`src/rtl/ahb_bridge_pkg.sv`:
```
// Shared encodings for the AHB side of the AHB-to-APB bridge.
// Holds the AHB htrans and hresp encodings and the error-response state encoding.
package ahb_bridge_pkg;

  // htrans encodings
  localparam logic [1:0] HTRANS_IDLE   = 2'b00;
  localparam logic [1:0] HTRANS_BUSY   = 2'b01;
  localparam logic [1:0] HTRANS_NONSEQ = 2'b10;
  localparam logic [1:0] HTRANS_SEQ    = 2'b11;

  // hresp encodings
  localparam logic HRESP_OKAY  = 1'b0;
  localparam logic HRESP_ERROR = 1'b1;

  // Error FSM states
  typedef logic [1:0] err_state_t;
  localparam err_state_t StIdle = 2'd0;
  localparam err_state_t StErr1 = 2'd1;
  localparam err_state_t StErr2 = 2'd2;

endpackage

```
`src/rtl/ahb_pipe_stage.sv`:
```
// One hold-able register stage of the AHB address-phase pipeline.
// Ports:
//   clk_i, rst_ni  - clock and synchronous active-low reset
//   en_i           - load enable; stage holds when 0
//   addr_i/data_i/write_i/valid_i - values to capture
//   addr_o/data_o/write_o/valid_o - registered values
module ahb_pipe_stage #(
  parameter int unsigned ADDR_W = 32,
  parameter int unsigned DATA_W = 32
) (
  input  logic              clk_i,
  input  logic              rst_ni,
  input  logic              en_i,
  input  logic [ADDR_W-1:0] addr_i,
  input  logic [DATA_W-1:0] data_i,
  input  logic              write_i,
  input  logic              valid_i,
  output logic [ADDR_W-1:0] addr_o,
  output logic [DATA_W-1:0] data_o,
  output logic              write_o,
  output logic              valid_o
);

  logic [ADDR_W-1:0] addr_q, addr_d;
  logic [DATA_W-1:0] data_q, data_d;
  logic              write_q, write_d;
  logic              valid_q, valid_d;

  always_comb begin
    addr_d  = addr_q;
    data_d  = data_q;
    write_d = write_q;
    valid_d = valid_q;
    if (en_i) begin
      addr_d  = addr_i;
      data_d  = data_i;
      write_d = write_i;
      valid_d = valid_i;
    end
  end

  always_ff @(posedge clk_i) begin
    if (!rst_ni) begin
      addr_q  <= '0;
      data_q  <= '0;
      write_q <= 1'b0;
      valid_q <= 1'b0;
    end else begin
      addr_q  <= addr_d;
      data_q  <= data_d;
      write_q <= write_d;
      valid_q <= valid_d;
    end
  end

  assign addr_o  = addr_q;
  assign data_o  = data_q;
  assign write_o = write_q;
  assign valid_o = valid_q;

endmodule

```
`src/rtl/ahb_slave_pipe.sv`:
```
// AHB slave front end: qualifies transfers, decodes the peripheral region,
// pipelines addr/data/write/valid and issues a two-cycle ERROR response for
// out-of-range transfers.
// Ports:
//   hclk, hreset (sync, active-low) - clock and reset
//   hready_in, hwrite, htrans, haddr, hwdata - AHB master side
//   pr_data / hr_data  - APB read data, passed straight through
//   haddr_pipe, hwdata_pipe, hwrite_pipe, valid_pipe - stage k in slice/bit k
//   valid    - combinational qualified transfer
//   temp_sel - region index + 1, 0 when no region
//   hready_out, hresp - slave response
module ahb_slave_pipe
  import ahb_bridge_pkg::*;
#(
  parameter int unsigned      ADDR_W       = 32,
  parameter int unsigned      DATA_W       = 32,
  parameter int unsigned      NUM_SEL      = 3,
  parameter logic [ADDR_W-1:0] BASE_ADDR   = 32'h8000_0000,
  parameter int unsigned      REGION_SHIFT = 26,
  parameter int unsigned      PIPE_DEPTH   = 2,
  localparam int unsigned     SEL_W        = $clog2(NUM_SEL + 1)
) (
  input  logic                         hclk,
  input  logic                         hreset,
  input  logic                         hready_in,
  input  logic                         hwrite,
  input  logic [1:0]                   htrans,
  input  logic [ADDR_W-1:0]            haddr,
  input  logic [DATA_W-1:0]            hwdata,
  input  logic [DATA_W-1:0]            pr_data,
  output logic [PIPE_DEPTH*ADDR_W-1:0] haddr_pipe,
  output logic [PIPE_DEPTH*DATA_W-1:0] hwdata_pipe,
  output logic [PIPE_DEPTH-1:0]        hwrite_pipe,
  output logic                         valid,
  output logic [PIPE_DEPTH-1:0]        valid_pipe,
  output logic [SEL_W-1:0]             temp_sel,
  output logic [DATA_W-1:0]            hr_data,
  output logic                         hready_out,
  output logic                         hresp
);

  localparam int unsigned AW1 = ADDR_W + 1;

  // Region bounds are one bit wider so the limit cannot wrap and alias low addresses.
  localparam logic [ADDR_W:0] BaseExt  = {1'b0, BASE_ADDR};
  localparam logic [ADDR_W:0] LimitExt = BaseExt + (AW1'(NUM_SEL) << REGION_SHIFT);

  logic              in_range;
  logic              active;
  logic [ADDR_W-1:0] region_idx;
  err_state_t        state_q, state_d;

  // Region decode
  assign in_range   = ({1'b0, haddr} >= BaseExt) && ({1'b0, haddr} < LimitExt);
  assign region_idx = (haddr - BASE_ADDR) >> REGION_SHIFT;
  assign temp_sel   = in_range ? (SEL_W'(region_idx) + SEL_W'(1)) : '0;

  assign active = (htrans == HTRANS_NONSEQ) || (htrans == HTRANS_SEQ);
  assign valid  = hready_in && active && in_range && (state_q == StIdle);

  assign hr_data = pr_data;

  // Error FSM. Transfers offered outside StIdle are dropped; the master re-issues them.
  always_comb begin
    state_d = state_q;
    unique case (state_q)
      StIdle:  if (hready_in && active && !in_range) state_d = StErr1;
      StErr1:  state_d = StErr2;
      StErr2:  state_d = StIdle;
      default: state_d = StIdle;
    endcase
  end

  always_ff @(posedge hclk) begin
    if (!hreset) begin
      state_q <= StIdle;
    end else begin
      state_q <= state_d;
    end
  end

  assign hresp      = (state_q == StIdle) ? HRESP_OKAY : HRESP_ERROR;
  assign hready_out = (state_q != StErr1);

  // Pipeline: every stage advances together on hready_in and holds otherwise.
  logic [ADDR_W-1:0] st_addr  [PIPE_DEPTH];
  logic [DATA_W-1:0] st_data  [PIPE_DEPTH];
  logic              st_write [PIPE_DEPTH];
  logic              st_valid [PIPE_DEPTH];

  for (genvar k = 0; k < PIPE_DEPTH; k++) begin : g_stage
    logic [ADDR_W-1:0] in_addr;
    logic [DATA_W-1:0] in_data;
    logic              in_write;
    logic              in_valid;

    if (k == 0) begin : g_first
      assign in_addr  = haddr;
      assign in_data  = hwdata;
      assign in_write = hwrite;
      assign in_valid = valid;
    end else begin : g_next
      assign in_addr  = st_addr[k-1];
      assign in_data  = st_data[k-1];
      assign in_write = st_write[k-1];
      assign in_valid = st_valid[k-1];
    end

    ahb_pipe_stage #(
      .ADDR_W (ADDR_W),
      .DATA_W (DATA_W)
    ) u_stage (
      .clk_i   (hclk),
      .rst_ni  (hreset),
      .en_i    (hready_in),
      .addr_i  (in_addr),
      .data_i  (in_data),
      .write_i (in_write),
      .valid_i (in_valid),
      .addr_o  (st_addr[k]),
      .data_o  (st_data[k]),
      .write_o (st_write[k]),
      .valid_o (st_valid[k])
    );

    assign haddr_pipe[k*ADDR_W +: ADDR_W]  = st_addr[k];
    assign hwdata_pipe[k*DATA_W +: DATA_W] = st_data[k];
    assign hwrite_pipe[k]                  = st_write[k];
    assign valid_pipe[k]                   = st_valid[k];
  end

endmodule
```
`config.mk`:
```
export PLATFORM = sky130hd
export DESIGN_NAME = ahb_slave_pipe
export DESIGN_NICKNAME = d
export VERILOG_FILES = /design/src/rtl/ahb_bridge_pkg.sv /design/src/rtl/ahb_pipe_stage.sv /design/src/rtl/ahb_slave_pipe.sv
export SDC_FILE = /design/constraint.sdc
export NUM_CORES = 1
export LEC_CHECK = 0
export ABC_AREA = 1
export ABC_CLOCK_PERIOD_IN_PS = 2700
export BUFFER_PORTS_ARGS = -buffer_cell sky130_fd_sc_hd__clkbuf_2
export CORE_MARGIN = 2
export CORE_UTILIZATION = 48
export CTS_CLUSTER_DIAMETER = 80
export DETAILED_ROUTE_END_ITERATION = 10
export PLACE_DENSITY = 0.85
export SYNTH_ARGS = -nofsm -noshare
export SYNTH_HDL_FRONTEND = slang
export SYNTH_SLANG_ARGS = --single-unit
```
`constraint.sdc`:
```
create_clock -name hclk -period 2.7 [get_ports hclk]
set_input_delay 0.54 -clock hclk [delete_from_list [all_inputs] [get_ports hclk]]
set_output_delay 0.54 -clock hclk [all_outputs]
set_load 0.05 [all_outputs]
```
==> results.toml, run 1 <==
[global_routing]
grt_pass1_vias = 4069
grt.busiest_layer = "met2"
grtUsageMet3_pct = 7.48
grt.total_usage_pct = 21.7
grt_max_degree = 134
use_met1_pct = 26.8
met2_usage_pct = 33.6
grt_pass1_wl_um = 19600
grt_remaining_overflow = 0
antenna_found_initial = 0

[final_layout]
finalInstanceArea_um2 = 6270
final_common_cell = "nor2_1"
mostFrequentLayoutCells = "253 x nor2_1, 203 x clkbuf_2, 134 x dfxtp_1"
finish.utilization_pct = 61.3
drive_gt1_share_pct = 31.5
stdcell_count = 930
diodes = 0
area_growth_pct = 24.6
final_nets = 886

[place]
postPlaceCellArea_um2 = 5730
post-place-ws_ns = 0.589
dpl.hpwl_um = 7990
post-place-cells = 899
gp_congestion = 0.782
port-buffer-count = 205

[logic_synthesis]
syn_nets = 736
synth_cell_types = 17
yosysWarningCount = 0
avgSynthCellArea_um2 = 7.96
ys_seq_area_share_pct = 53.3
syn_area_um2 = 5030
netlist_instances = 632
ys_ff_latch = 134
synth_top_area_cell = "dfxtp_1"
ys_top_cells_by_area = "dfxtp_1 53%, nor2_1 19%, o21ai_0 13%"
synth_top_area_share_pct = 53.3

[routing]
firstDrtPassIters = 4
wl_um = 12300
avgViaCountPerCell = 4.85
wire_per_inst_um = 13.2
drtAntennaViolNets = 0
vias = 4515
post-route-drc-count = 0
drt_iter0_drc = 309

[worst_setup_path]
rrSetupSlack_ns = 1.88
cp_max_fo = 3
cp.arrival_ns = 1.56
critPathBufInv = 4
cp-end-kind = "primary output"
r2r_start = "state_q[0]$_SDFFE_PN0P_"
crit_slowest_cell = "clkbuf_2"
crit_start = "haddr[26]"
crit_path_end = "temp_sel[1]"
critPathTopFamily = "buffers and inverters"
crit_type = "primary input to primary output"
path_cells = "clkbuf_2, ha_1, inv_1, nand2_1, nor2_1, inv_1, nor2_1, clkbuf_2"
crit_required_ns = 2.16
worstSetupPathDepth = 8
reg2regPathDepth = 5
cp-start-kind = "primary input"
crit_path_max_incr_delay_ns = 0.29
r2r_end = "g_stage[0].u_stage.valid_o$_SDFFE_PN0P_"

[worst_hold_path]
min_path_cells = 3
hold_class = "primary input to flip-flop"

[sta]
finalCritPeriodShare_pct = 77.8
hold_viol = 0
worst_slew_pin_slew_ns = 0.690
skew_ns = 0.00659
rsz0062_at_grt = "no"
finalSetupViolCount = 0
tns_ns = 0
fmax_mhz = 476
hold_slack_ns = 0.252
drv_slew = 0
relSlewSlack_pct = 54.0
post-route-min-period_ns = 2.10
timing.final.ws_setup_ns = 0.601

[clock_network]
htree_levels = 4
cts_sinks = 134
clk_latency_ns = 0.51
cts_tree = "yes"
cts_root_buf = "clkbuf_8"
cts.clk_slew.worst_paths_ns = 0.06
cts_resized = 0
ctsHoldBuffers = 0
postCtsSetupRepairBufs = 0
cts_buffer_depth = 2
cts_made_buffers = 17

[floorplan]
io_pins = 271
die_area_um2 = 11300
rows = 37
core_um2 = 10200
start_util_pct = 49.2
die_x_um = 106
die_height_um = 106

[power_and_ir_drop]
p_leak_nw = 3.11
ir_drop_uv = 468
power_mw = 5.19
cellPowerDensity_nw_per_um2 = 828

[status]
status = "completed"

[flow_run]
drv_cap = 0
==> worst min-delay path, delay by kind of cell <==
family / cells / cell delay [ns]
buf+inv: 1 / 0.07
simple gates: 2 / 0.11
==> how the worst min path moves through the flow <==
stage                     slack, ns                                         end                               startpoint
after floorplan                0.45     g_stage[0].u_stage.valid_o$_SDFFE_PN0P_  g_stage[0].u_stage.valid_o$_SDFFE_PN0P_
after global placement         0.46                     state_q[1]$_SDFFE_PN0P_                  state_q[0]$_SDFFE_PN0P_
after detailed placement       0.46                     state_q[1]$_SDFFE_PN0P_                  state_q[0]$_SDFFE_PN0P_
after CTS                      0.23   g_stage[0].u_stage.data_o[0]$_SDFFE_PN0P_                                hwdata[0]
after global routing           0.23  g_stage[0].u_stage.data_o[24]$_SDFFE_PN0P_                               hwdata[24]
final                          0.25   g_stage[0].u_stage.data_o[0]$_SDFFE_PN0P_                                hwdata[0]
==> state kept, by name (all words and copies together) (netlist names) <==
signal	flops
g_stage.u_stage.addr_o	64
g_stage.u_stage.data_o	64
g_stage.u_stage.valid_o	2
g_stage.u_stage.write_o	2
state_q	2
==> layout make-up <==
cell class	instances	area [um2]
inverter	11	43.8
sequential	134	2680
multi-input combinational	408	1740
clock inverter	9	77.6
tap	136	170
timing repair buffer	210	1090
clock buffer	22	463
fill	931	3960
==> Yosys cell counts, drive strengths merged <==
| library cell | number |
|---|---|
| a21oi | 4 |
| buf | 56 |
| clkbuf | 23 |
| dfxtp | 134 |
| ha | 2 |
| inv | 11 |
| nand2 | 8 |
| nor2 | 263 |
| o21ai | 131 |
==> per-layer routing <==
metal	wire (um)	part of all wire [%]
met1	5120	42
met2	5760	47
met3	1000	8.2
met4	386	3.1
met5	0	0
==> where the power goes <==
part           internal, mW  switching (mW)  total (mW)
clock network          1.28           0.802        2.08
logic                 0.207           0.711       0.918
registers              2.11          0.0823        2.19
==> cells by family after synthesis <==
group | Yosys count | synth area share, %
AO/OA/AOI/OAI | 135 | 13.4
adder cells (fa/ha/maj) | 2 | 0.497
buffers and inverters | 90 | 12.1
flip-flops | 134 | 53.3
AND/OR/NAND/NOR | 271 | 20.7
No activity file was read; power rests on OpenSTA's default activity.
==> run 2: changes to the inputs <==
--- a/config.mk
+++ b/config.mk
@@ -5,14 +5,14 @@
 export SDC_FILE = /design/constraint.sdc
 export NUM_CORES = 1
 export LEC_CHECK = 0
-export ABC_AREA = 1
-export ABC_CLOCK_PERIOD_IN_PS = 2700
+export ABC_AREA = 0
+export ABC_CLOCK_PERIOD_IN_PS = 2130
 export BUFFER_PORTS_ARGS = -buffer_cell sky130_fd_sc_hd__clkbuf_2
 export CORE_MARGIN = 2
-export CORE_UTILIZATION = 48
+export CORE_UTILIZATION = 45
 export CTS_CLUSTER_DIAMETER = 80
 export DETAILED_ROUTE_END_ITERATION = 10
-export PLACE_DENSITY = 0.85
+export PLACE_DENSITY = 0.8
 export SYNTH_ARGS = -nofsm -noshare
 export SYNTH_HDL_FRONTEND = slang
 export SYNTH_SLANG_ARGS = --single-unit
==> constraint.sdc (replaced) <==
create_clock -name hclk -period 2.13 [get_ports hclk]
set_input_delay 0.426 -clock hclk [delete_from_list [all_inputs] [get_ports hclk]]
set_output_delay 0.426 -clock hclk [all_outputs]
set_load 0.05 [all_outputs]
==> run 2 against run 1 <==
Die area is 6.8% higher; core utilization is 1.0 points lower; non-clock buffer count stayed put; sequential power is 24% higher; final cell count is 14% lower; critical path type unchanged; global-route usage is 3.9 points lower; routed wire length is 11% lower; sequential share of layout area is 1.9 points lower; design area is 4.6% higher.
==> results.toml, run 2 <==
[status]
status = "completed"

[floorplan]
start_util_pct = 46.4
die_height_um = 110
rows = 38
core_um2 = 10900
io_pins = 271
die_x_um = 110
die_area_um2 = 12100

[worst_setup_path]
cp-end-kind = "primary output"
crit_type = "primary input to primary output"
cp.arrival_ns = 1.58
rrSetupSlack_ns = 1.30
r2r_start = "state_q[1]$_SDFFE_PN0P_"
crit_required_ns = 1.70
cp-start-kind = "primary input"
crit_start = "haddr[26]"
cp_max_fo = 4

[sta]
post-route-min-period_ns = 2.00
fmax_mhz = 499
finalCritPeriodShare_pct = 94.0
rsz0062_at_grt = "no"
tns_ns = 0
drv_slew = 0
skew_ns = 0.00469
hold_viol = 0
worst_slew_pin_slew_ns = 0.461
timing.final.ws_setup_ns = 0.127
finalSetupViolCount = 0
relSlewSlack_pct = 69.2

[clock_network]
cts_resized = 1
cts_root_buf = "clkbuf_8"
cts_sinks = 134
cts.clk_slew.worst_paths_ns = 0.06
ctsHoldBuffers = 0
clk_latency_ns = 0.52
postCtsSetupRepairBufs = 0
htree_levels = 4
cts_made_buffers = 17
cts_tree = "yes"
cts_buffer_depth = 2

[logic_synthesis]
avgSynthCellArea_um2 = 10.5
yosysMostFrequentCell = "nor2_1"
synth_top_area_share_pct = 53.1
synth_top_family_by_area = "multiplexers"
yosysWarningCount = 0
synth-xor-area-share_pct = 0
synth_fa_ha_area_share_pct = 0.495
ys_ff_latch = 134
synthFlopType = "dfxtp_1"
synth_common_cells = "135 x nor2_1, 134 x dfxtp_1, 131 x mux2i_1"
syn_area_um2 = 5050
synth_simple_gate_area_share_pct = 10.8
synthMuxAreaShare_pct = 25.9
synth_cell_types = 20
synth-async-reset-ratio_pct = 0
ys_seq_area_share_pct = 53.1
netlist_instances = 480
synth-compound-area-share_pct = 0.198
synth_top_area_cell = "dfxtp_1"
syn_nets = 584
ys_top_cells_by_area = "dfxtp_1 53%, mux2i_1 26%, nor2_1 10%"
synth_edf_count = 0

[place]
port-buffer-count = 205
post-place-cells = 765
post-place-ws_ns = 0.00975
gp_congestion = 0.761
dpl.hpwl_um = 7580

[routing]
wire_per_inst_um = 13.7
wl_um = 10900
drtAntennaViolNets = 0
avgViaCountPerCell = 4.76
drt_iter0_drc = 148
post-route-drc-count = 0
vias = 3791
firstDrtPassIters = 4

[global_routing]
grt_pass1_vias = 3592
grt.total_usage_pct = 17.7
antenna_found_initial = 0
grt_remaining_overflow = 0
grt_max_degree = 67
grt_pass1_wl_um = 16400

[final_layout]
mostFrequentLayoutCells = "201 x clkbuf_2, 134 x nor2_1, 134 x dfxtp_1"
drive_gt1_share_pct = 37.1
diodes = 0
area_growth_pct = 29.8
final_nets = 748
stdcell_count = 797
final_common_cell = "clkbuf_2"

[power_and_ir_drop]
cellPowerDensity_nw_per_um2 = 1020
power_mw = 6.68
ir_drop_uv = 618
p_leak_nw = 3.40

[flow_run]
drv_cap = 0

[worst_hold_path]
hold_class = "primary input to flip-flop"
min_from = "hwdata[24]"
==> run 2: cells by family after synthesis <==
logic type                 count (synthesis)
AOI/OAI and AO/OA                          2
muxes                                    131
adders and majority gates                  2
DFF                                      134
and+or+nand+nor                          142
buffers and inverters                     69
==> run 2: per-stage QoR <==
stage | instance area [um2] | utilization, % | hold WS, ns
detailed placement | 5920 | 54.4 | 0.478
CTS | 6550 | 60.2 | 0.113
global placement | 5920 | 54.4 | 0.463
floorplan | 5050 | - | 0.462
global route | 6560 | 60.3 | 0.124
finish | 6560 | 60.3 | 0.147
==> run 2: final cells by class <==
cell class / count / area (um2)
Clock buffer: 21 / 459
Clock inverter: 11 / 173
Fill cell: 876 / 4330
Inverter: 4 / 16.3
Multi-Input combinational cell: 277 / 1900
Sequential cell: 134 / 2680
Tap cell: 140 / 175
Timing Repair Buffer: 210 / 1150
==> run 2: worst paths after layout <==
check	endpoint	cells past startpoint
worst min-delay path	g_stage[0].u_stage.data_o[24]$_SDFFE_PN0P_	3
worst max-delay path	valid	7
worst max register to register	state_q[0]$_SDFFE_PN0P_	3
worst min register to register	g_stage[1].u_stage.addr_o[20]$_SDFFE_PN0P_	2
==> run 2: layer usage <==
| layer | vias to the layer above | GRT usage, % | share of wire, % |
|---|---|---|---|
| li1 | 1874 | - | - |
| met4 | 0 | 9.49 | 2.4 |
| met3 | 33 | 7.41 | 8.1 |
| met2 | 143 | 30.0 | 51 |
| met5 | - | 0 | 0 |
| met1 | 1741 | 18.8 | 39 |
==> run 2: critical path, stage by stage <==
cell      delay (ns)
clkbuf_2        0.12
ha_1            0.22
nor4_2          0.18
buf_4           0.17
nand2_1         0.09
nor2_1          0.13
clkbuf_4        0.24
==> run 2: power breakdown <==
part / internal, mW / switching, mW
logic: 0.267 / 0.653
clock network: 2.00 / 1.05
registers: 2.63 / 0.0806
total: 4.89 / 1.79
==> run 3: changes to the inputs <==
--- a/config.mk
+++ b/config.mk
@@ -6,7 +6,7 @@
 export NUM_CORES = 1
 export LEC_CHECK = 0
 export ABC_AREA = 0
-export ABC_CLOCK_PERIOD_IN_PS = 2130
+export ABC_CLOCK_PERIOD_IN_PS = 2050
 export BUFFER_PORTS_ARGS = -buffer_cell sky130_fd_sc_hd__clkbuf_2
 export CORE_MARGIN = 2
 export CORE_UTILIZATION = 45
==> constraint.sdc (replaced) <==
create_clock -name hclk -period 2.05 [get_ports hclk]
set_input_delay 0.41 -clock hclk [delete_from_list [all_inputs] [get_ports hclk]]
set_output_delay 0.41 -clock hclk [all_outputs]
set_load 0.05 [all_outputs]
==> run 3 against run 2 <==
First-iteration DRC count decreased by 13%; via count decreased by 0.50%; count of clock-buffer cells in the layout decreased by 2; worst setup slack got worse by 0.022 ns; global-route usage decreased by 0.38 points; core utilization decreased by 0.69 points; die area unchanged; power decreased by 2.3%; clock power decreased by 9.5%; sequential power increased by 4%; hold slack got worse by 0.0085 ns; sequential share of layout area increased by 0.47 points; critical endpoint unchanged; largest cell class unchanged.
==> results.toml, run 3 (synthesis gave the netlist of run 2 again) <==
[worst_setup_path]
r2r_start = "state_q[1]$_SDFFE_PN0P_"
reg2regPathDepth = 3
crit_slowest_cell = "buf_2"
r2r_end = "state_q[0]$_SDFFE_PN0P_"
cp-start-kind = "primary input"
cp_max_fo = 3
crit_required_ns = 1.64
cp-end-kind = "primary output"
rrSetupSlack_ns = 1.20
cp.arrival_ns = 1.54
critPathTopFamily = "buffers and inverters"
critPathBufInv = 3
path_cells = "clkbuf_2, ha_1, nor4_2, buf_4, nand2_1, nor2_1, buf_2"
crit_path_max_incr_delay_ns = 0.27
crit_type = "primary input to primary output"

[clock_network]
htree_levels = 4
ctsHoldBuffers = 0
clk_latency_ns = 0.51
cts_resized = 0
cts_buffer_depth = 2
cts_made_buffers = 17
cts_root_buf = "clkbuf_8"
cts.clk_slew.worst_paths_ns = 0.06
cts_sinks = 134
cts_tree = "yes"
postCtsSetupRepairBufs = 0

[routing]
vias = 3772
firstDrtPassIters = 4
drtAntennaViolNets = 0
wl_um = 10600
drt_iter0_drc = 129
wire_per_inst_um = 13.3
avgViaCountPerCell = 4.73
post-route-drc-count = 0

[sta]
finalSetupViolCount = 0
worst_slew_pin_slew_ns = 0.408
post-route-min-period_ns = 1.95
rsz0062_at_grt = "no"
relSlewSlack_pct = 72.8
drv_slew = 0
finalCritPeriodShare_pct = 94.9
hold_viol = 0
fmax_mhz = 514
skew_ns = 0.00442
timing.final.ws_setup_ns = 0.105

[global_routing]
grt_pass1_wl_um = 16300
grt_max_degree = 60
antenna_found_initial = 0
grt.total_usage_pct = 17.4
grt_pass1_vias = 3579
grt_remaining_overflow = 0

[final_layout]
finalInstanceArea_um2 = 6490
area_growth_pct = 28.3
drive_gt1_share_pct = 37.2
n_fill_cell = 903
final_nets = 750
diodes = 0
final_common_cell = "clkbuf_2"
mostFrequentLayoutCells = "201 x clkbuf_2, 135 x nor2_1, 134 x dfxtp_1"

[floorplan]
die_area_um2 = 12100
io_pins = 271
die_height_um = 110
die_x_um = 110
core_um2 = 10900
start_util_pct = 46.4
rows = 38

[status]
status = "completed"

[worst_hold_path]
hold_path_end = "g_stage[0].u_stage.data_o[20]$_SDFFE_PN0P_"
min_path_cells = 3
min_from = "hwdata[20]"
hold_class = "primary input to flip-flop"

[power_and_ir_drop]
ir_drop_uv = 528
power_mw = 6.52
cellPowerDensity_nw_per_um2 = 1010
p_leak_nw = 3.37

[place]
port-buffer-count = 205
dpl.hpwl_um = 7580
gp_congestion = 0.742
postPlaceCellArea_um2 = 5930
post-place-ws_ns = 0.0233

[flow_run]
drv_cap = 0
## run 3: worst max-delay path by stage
| stage | from | to | slack [ns] | cells after the start |
|---|---|---|---|---|
| 2_1_floorplan | haddr[26] | valid | -0.02 | 4 |
| 3_3_place_gp | haddr[26] | valid | 0.02 | 7 |
| 3_5_place_dp | haddr[26] | valid | 0.02 | 7 |
| 4_1_cts | haddr[26] | valid | 0.005 | 7 |
| 5_1_grt | haddr[26] | valid | 0.002 | 7 |
| 6_report | haddr[26] | valid | 0.10 | 7 |
## run 3: area by class of cell
class | instances | area (um2) | area share (%)
clock inverter | 12 | 105 | 1.62
clock buffer | 19 | 442 | 6.81
multi-input combinational | 277 | 1900 | 29.3
tap | 140 | 175 | 2.70
sequential | 134 | 2680 | 41.4
inverter | 4 | 16.3 | 0.251
timing repair buffer | 212 | 1160 | 18.0
## run 3: worst register-to-register path: stages (launching register included)
cell and delay, ns:
dfxtp_1 0.31, nor2_1 0.17, nand4_1 0.15, a21oi_1 0.15
## run 3: stage by stage
stage / hold slack [ns] / setup TNS, ns / instances / utilization [%]
after CTS: 0.108 / 0 / 798 / 59.5
after floorplan: 0.462 / -0.0285 / 480 / -
after global routing: 0.119 / 0 / 798 / 59.6
after global placement: 0.464 / 0 / 767 / 54.5
final: 0.138 / 0 / 798 / 59.6
after detailed placement: 0.471 / 0 / 767 / 54.5
## run 3: per-layer routing
| layer | track usage (%) | vias to the layer above | wire [um] |
|---|---|---|---|
| met5 | 0 | - | 0 |
| met4 | 8.05 | 0 | 131 |
| met3 | 7.94 | 20 | 930 |
| met2 | 29.5 | 138 | 5290 |
| met1 | 18.3 | 1736 | 4230 |
| li1 | - | 1878 | - |
## run 3: report_power, final
group	total, mW	leakage, nW	switching (mW)	internal (mW)
sequential	2.81	1.10	0.0820	2.73
clock	2.76	0.258	1.10	1.66
combinational	0.955	2.02	0.676	0.279
total	6.52	3.37	1.85	4.67
